$ cat src/rtl/cp0_int_timer.sv
// CP0 Count/Compare/Status/Cause-IP block: interrupt synchronisation, capture and request generation.
// Optional CP0_DBG_FREEZE_EN adds dbg_freeze, which halts the prescaler/Count and blocks TI.
module cp0_int_timer #(
  parameter int unsigned NUM_HW_INT  = 6,
  parameter int unsigned COUNT_DIV   = 2,
  parameter int unsigned SYNC_STAGES = 2,
  parameter logic [5:0]  EDGE_MASK   = 6'b000000
) (
  input  logic                  clk,
  input  logic                  rst_n,
  input  logic                  wen,
  input  logic [4:0]            waddr,
  input  logic [31:0]           wdata,
  input  logic [4:0]            raddr,
  output logic [31:0]           rdata,
  input  logic [NUM_HW_INT-1:0] hw_int,
  input  logic                  exc_commit,
  input  logic                  eret,
  output logic                  int_req,
  output logic [2:0]            int_id,
  output logic                  timer_irq
`ifdef CP0_DBG_FREEZE_EN
  ,
  input  logic                  dbg_freeze
`endif
);

  localparam logic [4:0] REG_COUNT   = 5'd9;
  localparam logic [4:0] REG_COMPARE = 5'd11;
  localparam logic [4:0] REG_STATUS  = 5'd12;
  localparam logic [4:0] REG_CAUSE   = 5'd13;

  localparam logic [3:0]            PRESC_MAX = 4'(COUNT_DIV - 1);
  localparam logic [NUM_HW_INT-1:0] EMASK     = EDGE_MASK[NUM_HW_INT-1:0];

  logic freeze;
`ifdef CP0_DBG_FREEZE_EN
  assign freeze = dbg_freeze;
`else
  assign freeze = 1'b0;
`endif

  logic wr_count, wr_compare, wr_status, wr_cause;
  assign wr_count   = wen && (waddr == REG_COUNT);
  assign wr_compare = wen && (waddr == REG_COMPARE);
  assign wr_status  = wen && (waddr == REG_STATUS);
  assign wr_cause   = wen && (waddr == REG_CAUSE);

  logic [SYNC_STAGES-1:0][NUM_HW_INT-1:0] sync_q;
  logic [NUM_HW_INT-1:0] synced, synced_d, rise, w1c, ip_hw;
  logic [3:0]  presc;
  logic [31:0] count, compare, count_next;
  logic [7:0]  im, eff_ip, pend;
  logic [1:0]  ip_sw;
  logic        ie, exl, ti, tick, count_inc;
  logic [2:0]  pend_id;

  assign synced = sync_q[SYNC_STAGES-1];
  assign rise   = synced & ~synced_d;
  assign w1c    = wdata[10 +: NUM_HW_INT] & {NUM_HW_INT{wr_cause}};

  always_ff @(posedge clk or negedge rst_n) begin
    if (!rst_n) begin
      sync_q   <= '0;
      synced_d <= '0;
      ip_hw    <= '0;
    end else begin
      sync_q   <= {sync_q[SYNC_STAGES-2:0], hw_int};
      synced_d <= synced;
      // Level lines track the synchroniser; edge lines are sticky, and a new edge beats a same-cycle W1C.
      ip_hw    <= (~EMASK & synced) | (EMASK & (rise | (ip_hw & ~w1c)));
    end
  end

  assign tick       = (presc == PRESC_MAX);
  assign count_next = count + 32'd1;
  assign count_inc  = tick && !freeze && !wr_count;

  always_ff @(posedge clk or negedge rst_n) begin
    if (!rst_n) begin
      presc <= '0;
      count <= '0;
    end else if (wr_count) begin
      count <= wdata;
      presc <= '0;
    end else if (!freeze) begin
      if (tick) begin
        presc <= '0;
        count <= count_next;
      end else begin
        presc <= presc + 4'd1;
      end
    end
  end

  always_ff @(posedge clk or negedge rst_n) begin
    if (!rst_n) begin
      compare <= '0;
      ti      <= 1'b0;
      im      <= '0;
      ie      <= 1'b0;
      exl     <= 1'b0;
      ip_sw   <= '0;
    end else begin
      if (wr_compare) begin
        compare <= wdata;
        ti      <= 1'b0;
      end else if (count_inc && (count_next == compare)) begin
        ti      <= 1'b1;
      end
      if (wr_status) begin
        im <= wdata[15:8];
        ie <= wdata[0];
      end
      if (eret)            exl <= 1'b0;
      else if (exc_commit) exl <= 1'b1;
      else if (wr_status)  exl <= wdata[1];
      if (wr_cause) ip_sw <= wdata[9:8];
    end
  end

  always_comb begin
    eff_ip = '0;
    eff_ip[1:0] = ip_sw;
    eff_ip[2 +: NUM_HW_INT] = ip_hw;
    eff_ip[7] = eff_ip[7] | ti;
  end

  assign pend = eff_ip & im;

  always_comb begin
    pend_id = '0;
    for (int unsigned i = 0; i < 8; i++) begin
      if (pend[i]) pend_id = 3'(i);
    end
  end

  always_ff @(posedge clk or negedge rst_n) begin
    if (!rst_n) begin
      int_req <= 1'b0;
      int_id  <= '0;
    end else begin
      int_req <= ie && !exl && (|pend);
      int_id  <= pend_id;
    end
  end

  assign timer_irq = ti;

  always_comb begin
    rdata = '0;
    case (raddr)
      REG_COUNT:   rdata = count;
      REG_COMPARE: rdata = compare;
      REG_STATUS:  rdata = {3'b0, 1'b1, 5'b0, 1'b1, 6'b0, im, 6'b0, exl, ie};
      REG_CAUSE:   rdata = {1'b0, ti, 14'b0, eff_ip, 8'b0};
      default:     rdata = '0;
    endcase
  end

endmodule
$ cat config.mk
export PLATFORM = sky130hd
export DESIGN_NAME = cp0_int_timer
export DESIGN_NICKNAME = d
export VERILOG_FILES = /design/src/rtl/cp0_int_timer.sv
export SDC_FILE = /design/constraint.sdc
export NUM_CORES = 1
export LEC_CHECK = 0
export BUFFER_PORTS_ARGS = -buffer_cell sky130_fd_sc_hd__buf_2
export CAP_MARGIN = 25
export CORE_ASPECT_RATIO = 1.1
export CORE_MARGIN = 2
export CORE_UTILIZATION = 35
export CTS_CLUSTER_DIAMETER = 80
export DETAILED_ROUTE_END_ITERATION = 10
export GPL_TIMING_DRIVEN = 0
export MAX_ROUTING_LAYER = met4
export PLACE_DENSITY = 0.51
export REMOVE_ABC_BUFFERS = 1
export SLEW_MARGIN = 20
export SYNTH_ARGS = -nofsm -noshare
export SYNTH_HDL_FRONTEND = slang
export SYNTH_SLANG_ARGS = --single-unit
$ cat constraint.sdc
create_clock -name clk -period 6.7 [get_ports clk]
set_clock_uncertainty 0.1 [all_clocks]
set_input_delay 0.67 -clock clk [delete_from_list [all_inputs] [get_ports clk]]
set_output_delay 0.67 -clock clk [all_outputs]
set_load 0.02 [all_outputs]
==> insert_results.sql <==
INSERT INTO impl_metrics (metric_group, metric, value, unit) VALUES
('run_status', 'status', 'complete, no violations', ''),
('setup_path', 'worst_setup_sp_type', 'primary input', ''),
('grt', 'grt_antenna_before_repair', '0', ''),
('detailed_routing', 'drtAntennaViolNets', '0', ''),
('setup_path', 'worstPathCellList', 'buf_2 -> buf_16 -> buf_16 -> nand3b_1 -> o22ai_1 -> buf_2', ''),
('setup_path', 'crit_slowest_cell', 'sky130_fd_sc_hd__nand3b_1', ''),
('detailed_routing', 'firstDrtPassIters', '4', ''),
('logic_synthesis', 'netlist-cell-type-count', '53', ''),
('setup_path', 'max_stage_delay', '0.51', 'ns'),
('clock_network', 'cts_post_setup_buffers_inserted', '0', ''),
('grt', 'grt.total_usage', '17.98', '%'),
('grt', 'grt_util_met2', '28.56', '%'),
('detailed_routing', 'post_drt_wl_per_cell', '16.64', 'um'),
('clock_network', 'cts-buffers-inserted', '9', ''),
('cells_and_area', 'antennaDiodeCount', '0', ''),
('clock_network', 'cts.reportedPaths.clkPinSlew', '0.07', 'ns'),
('hold_path', 'type_of_the_most_critical_hold_path', 'in -> async', ''),
('clock_network', 'cts-root-buf', 'sky130_fd_sc_hd__clkbuf_16', ''),
('cells_and_area', 'nets', '732', ''),
('grt', 'grt.met3_usage', '3.431', '%'),
('sta', 'tns', '0', 'ns'),
('grt', 'globalRoute.busiestLayer', 'met2', ''),
('logic_synthesis', 'ys_seq_elements', '103', ''),
('sta', 'grt_setup_unrepaired', 'false', ''),
('logic_synthesis', 'postSynth.asyncResetShare', '100.0', '%'),
('sta', 'setup-violations-final', '0', ''),
('clock_network', 'clock_sink_count', '103', ''),
('clock_network', 'h-tree-depth', '3', ''),
('place', 'placed_area', '6754', 'um^2'),
('sta', 'max_freq', '306.0', 'MHz'),
('logic_synthesis', 'post_synth_edffs', '0', ''),
('setup_path', 'setup_crit_path_kind', 'in -> out', ''),
('die', 'core.rowCount', '50', ''),
('cells_and_area', 'final_area', '7077', 'um^2'),
('die', 'die_w', '129.4', 'um'),
('pwr', 'leakage_power', '3.030', 'nW'),
('detailed_routing', 'via_per_inst', '5.123', ''),
('grt', 'number_of_global_route_vias_before_repair', '4804', ''),
('cells_and_area', 'drive_above_1_share', '24.96', '%'),
('place', 'gp_routability_congestion', '0.8566', ''),
('die', 'core_area', '16950', 'um^2'),
('die', 'die_height', '141.9', 'um'),
('die', 'pin_count', '90', ''),
('detailed_routing', 'routed_wirelength', '15230', 'um'),
('logic_synthesis', 'avgSynthCellArea', '9.873', 'um^2'),
('cells_and_area', 'layout.core_utilization', '41.74', '%'),
('setup_path', 'crit_fanout', '14', ''),
('place', 'io_buffers', '89', ''),
('grt', 'globalRouteMet1Util', '22.69', '%'),
('setup_path', 'timing.critical_path.buf_inv', '4', ''),
('pwr', 'totalPowerFinal', '2.140', 'mW'),
('logic_synthesis', 'netlist_area', '6052', 'um^2'),
('place', 'place.detailed.hpwl', '11420', 'um'),
('pwr', 'worst_ir_drop_vdd', '165.0', 'uV'),
('logic_synthesis', 'yosysSeqAreaShare', '42.59', '%'),
('clock_network', 'clk_path_buf_depth', '2', ''),
('sta', 'report.final.slew_viol_count', '0', ''),
('setup_path', 'worstSetupEndpointType', 'primary output', ''),
('detailed_routing', 'detailroute.via_count', '4688', ''),
('logic_synthesis', 'synthCells', '613', ''),
('cells_and_area', 'area_delta_synth_final', '16.93', '%'),
('sta', 'max-slew-margin-rel', '35.37', '%'),
('logic_synthesis', 'dominantRegCellSynth', 'sky130_fd_sc_hd__dfrtp_1', ''),
('grt', 'grt_pass1_wl', '24960', 'um'),
('grt', 'maximum_number_of_pins_on_one_net_before_global_route_repair', '58', ''),
('setup_path', 'cp_data_required_time', '5.93', 'ns'),
('clock_network', 'clkLatencyLatePin', '0.35', 'ns'),
('sta', 'final-hold-violation-count', '0', ''),
('cells_and_area', 'num-fill-cells', '1696', ''),
('sta', 'fin_crit_sh', '48.77', '%'),
('logic_synthesis', 'yosysWarnings', '0', '');
[Yosys cell counts, drive strengths merged (14+ instances only)]
cell type / n / area (um^2)
dfrtp: 103 / 2577
nand2: 58 / 217.7
o21ai: 45 / 225.2
xnor2: 45 / 394.1
mux2: 43 / 484.2
mux2i: 42 / 420.4
nor2: 41 / 153.9
xor2: 33 / 289.0
clkbuf: 25 / 96.34
nand3: 24 / 120.1
buf: 21 / 123.9
nand4: 17 / 127.6
a21oi: 14 / 70.07
[through the flow]
stage	std cells	hold slack (ns)
finish	915	0.1458
global placement	890	0.2321
CTS	914	0.1559
detailed placement	898	0.2355
global route	915	0.1679
floorplan	567	0.2312
[sequential cells by signal, summed over array words and instances, names as in the netlist, 2 cells and up]
| register | count |
|---|---|
| compare | 32 |
| count | 32 |
| im | 8 |
| int_id | 3 |
| ip_hw | 6 |
| ip_sw | 2 |
| presc | 4 |
| sync_q | 6 |
| synced | 6 |
[cell usage in the layout (no fill, tap or decap), types with 4 or more instances in the layout]
cell type	Yosys	final
sky130_fd_sc_hd__nand3_1	24	24
sky130_fd_sc_hd__mux2_2	43	43
sky130_fd_sc_hd__and3_1	11	11
sky130_fd_sc_hd__buf_16	0	4
sky130_fd_sc_hd__nand2_1	58	57
sky130_fd_sc_hd__nand2b_1	4	4
sky130_fd_sc_hd__nor3_1	8	8
sky130_fd_sc_hd__a21oi_1	14	14
sky130_fd_sc_hd__nor2_1	41	40
sky130_fd_sc_hd__and4_1	7	7
sky130_fd_sc_hd__xnor2_1	45	45
sky130_fd_sc_hd__nor2b_1	4	4
sky130_fd_sc_hd__dfrtp_1	103	103
sky130_fd_sc_hd__xor2_1	33	33
sky130_fd_sc_hd__nand4_1	15	15
sky130_fd_sc_hd__buf_2	6	89
sky130_fd_sc_hd__nand3b_1	4	4
sky130_fd_sc_hd__mux2i_1	42	42
sky130_fd_sc_hd__o21ai_0	45	45
sky130_fd_sc_hd__inv_1	6	6
sky130_fd_sc_hd__and2_1	4	4
sky130_fd_sc_hd__nor4_1	6	4
sky130_fd_sc_hd__clkbuf_16	0	9
sky130_fd_sc_hd__o22ai_1	11	11
[report_power, final]
group          internal, mW  total, mW  switching (mW)
sequential            0.762      0.983           0.221
clock                 0.264      0.526           0.262
combinational         0.309      0.631           0.321
[kinds of logic after synthesis]
kind of cell | Yosys count | synth area share [%]
mux | 85 | 14.95
compound gates | 90 | 8.849
fa+ha+maj | 4 | 0.7857
simple gates | 201 | 17.53
buf+inv | 52 | 4.011
flops | 103 | 42.59
xor+xnor | 78 | 11.29
[layer usage]
layer,vias to the layer above,part of all wire [%]
met5,-,0
met4,0,2.9
li1,2293,-
met3,26,4.1
met2,109,48
met1,2260,45
[final timing paths]
path,end,cells after the start,slack (ns),startpoint
min in group clk,synced[5]$_DFF_PN0_,0,0.25,sync_q[5]$_DFF_PN0_
min reg2reg,synced[5]$_DFF_PN0_,0,0.25,sync_q[5]$_DFF_PN0_
max reg2reg,timer_irq$_DFFE_PN0P_,7,3.46,count[0]$_DFFE_PN0P_
max,rdata[22],6,3.43,raddr[1]
min,compare[2]$_DFFE_PN0P_,1,0.15,rst_n
max in group asynchronous,count[17]$_DFFE_PN0P_,2,5.73,rst_n
[final cells by class]
cell class | instances | area [um^2] | area share [%]
inverter | 6 | 22.52 | 0.3182
timing repair buffer | 98 | 628.1 | 8.876
sequential | 103 | 2577 | 36.42
multi-input combinational | 458 | 3254 | 45.99
tap | 234 | 292.8 | 4.137
clock buffer | 9 | 225.2 | 3.182
clock inverter | 7 | 76.32 | 1.079
No activity file was read; power rests on OpenSTA's default activity.
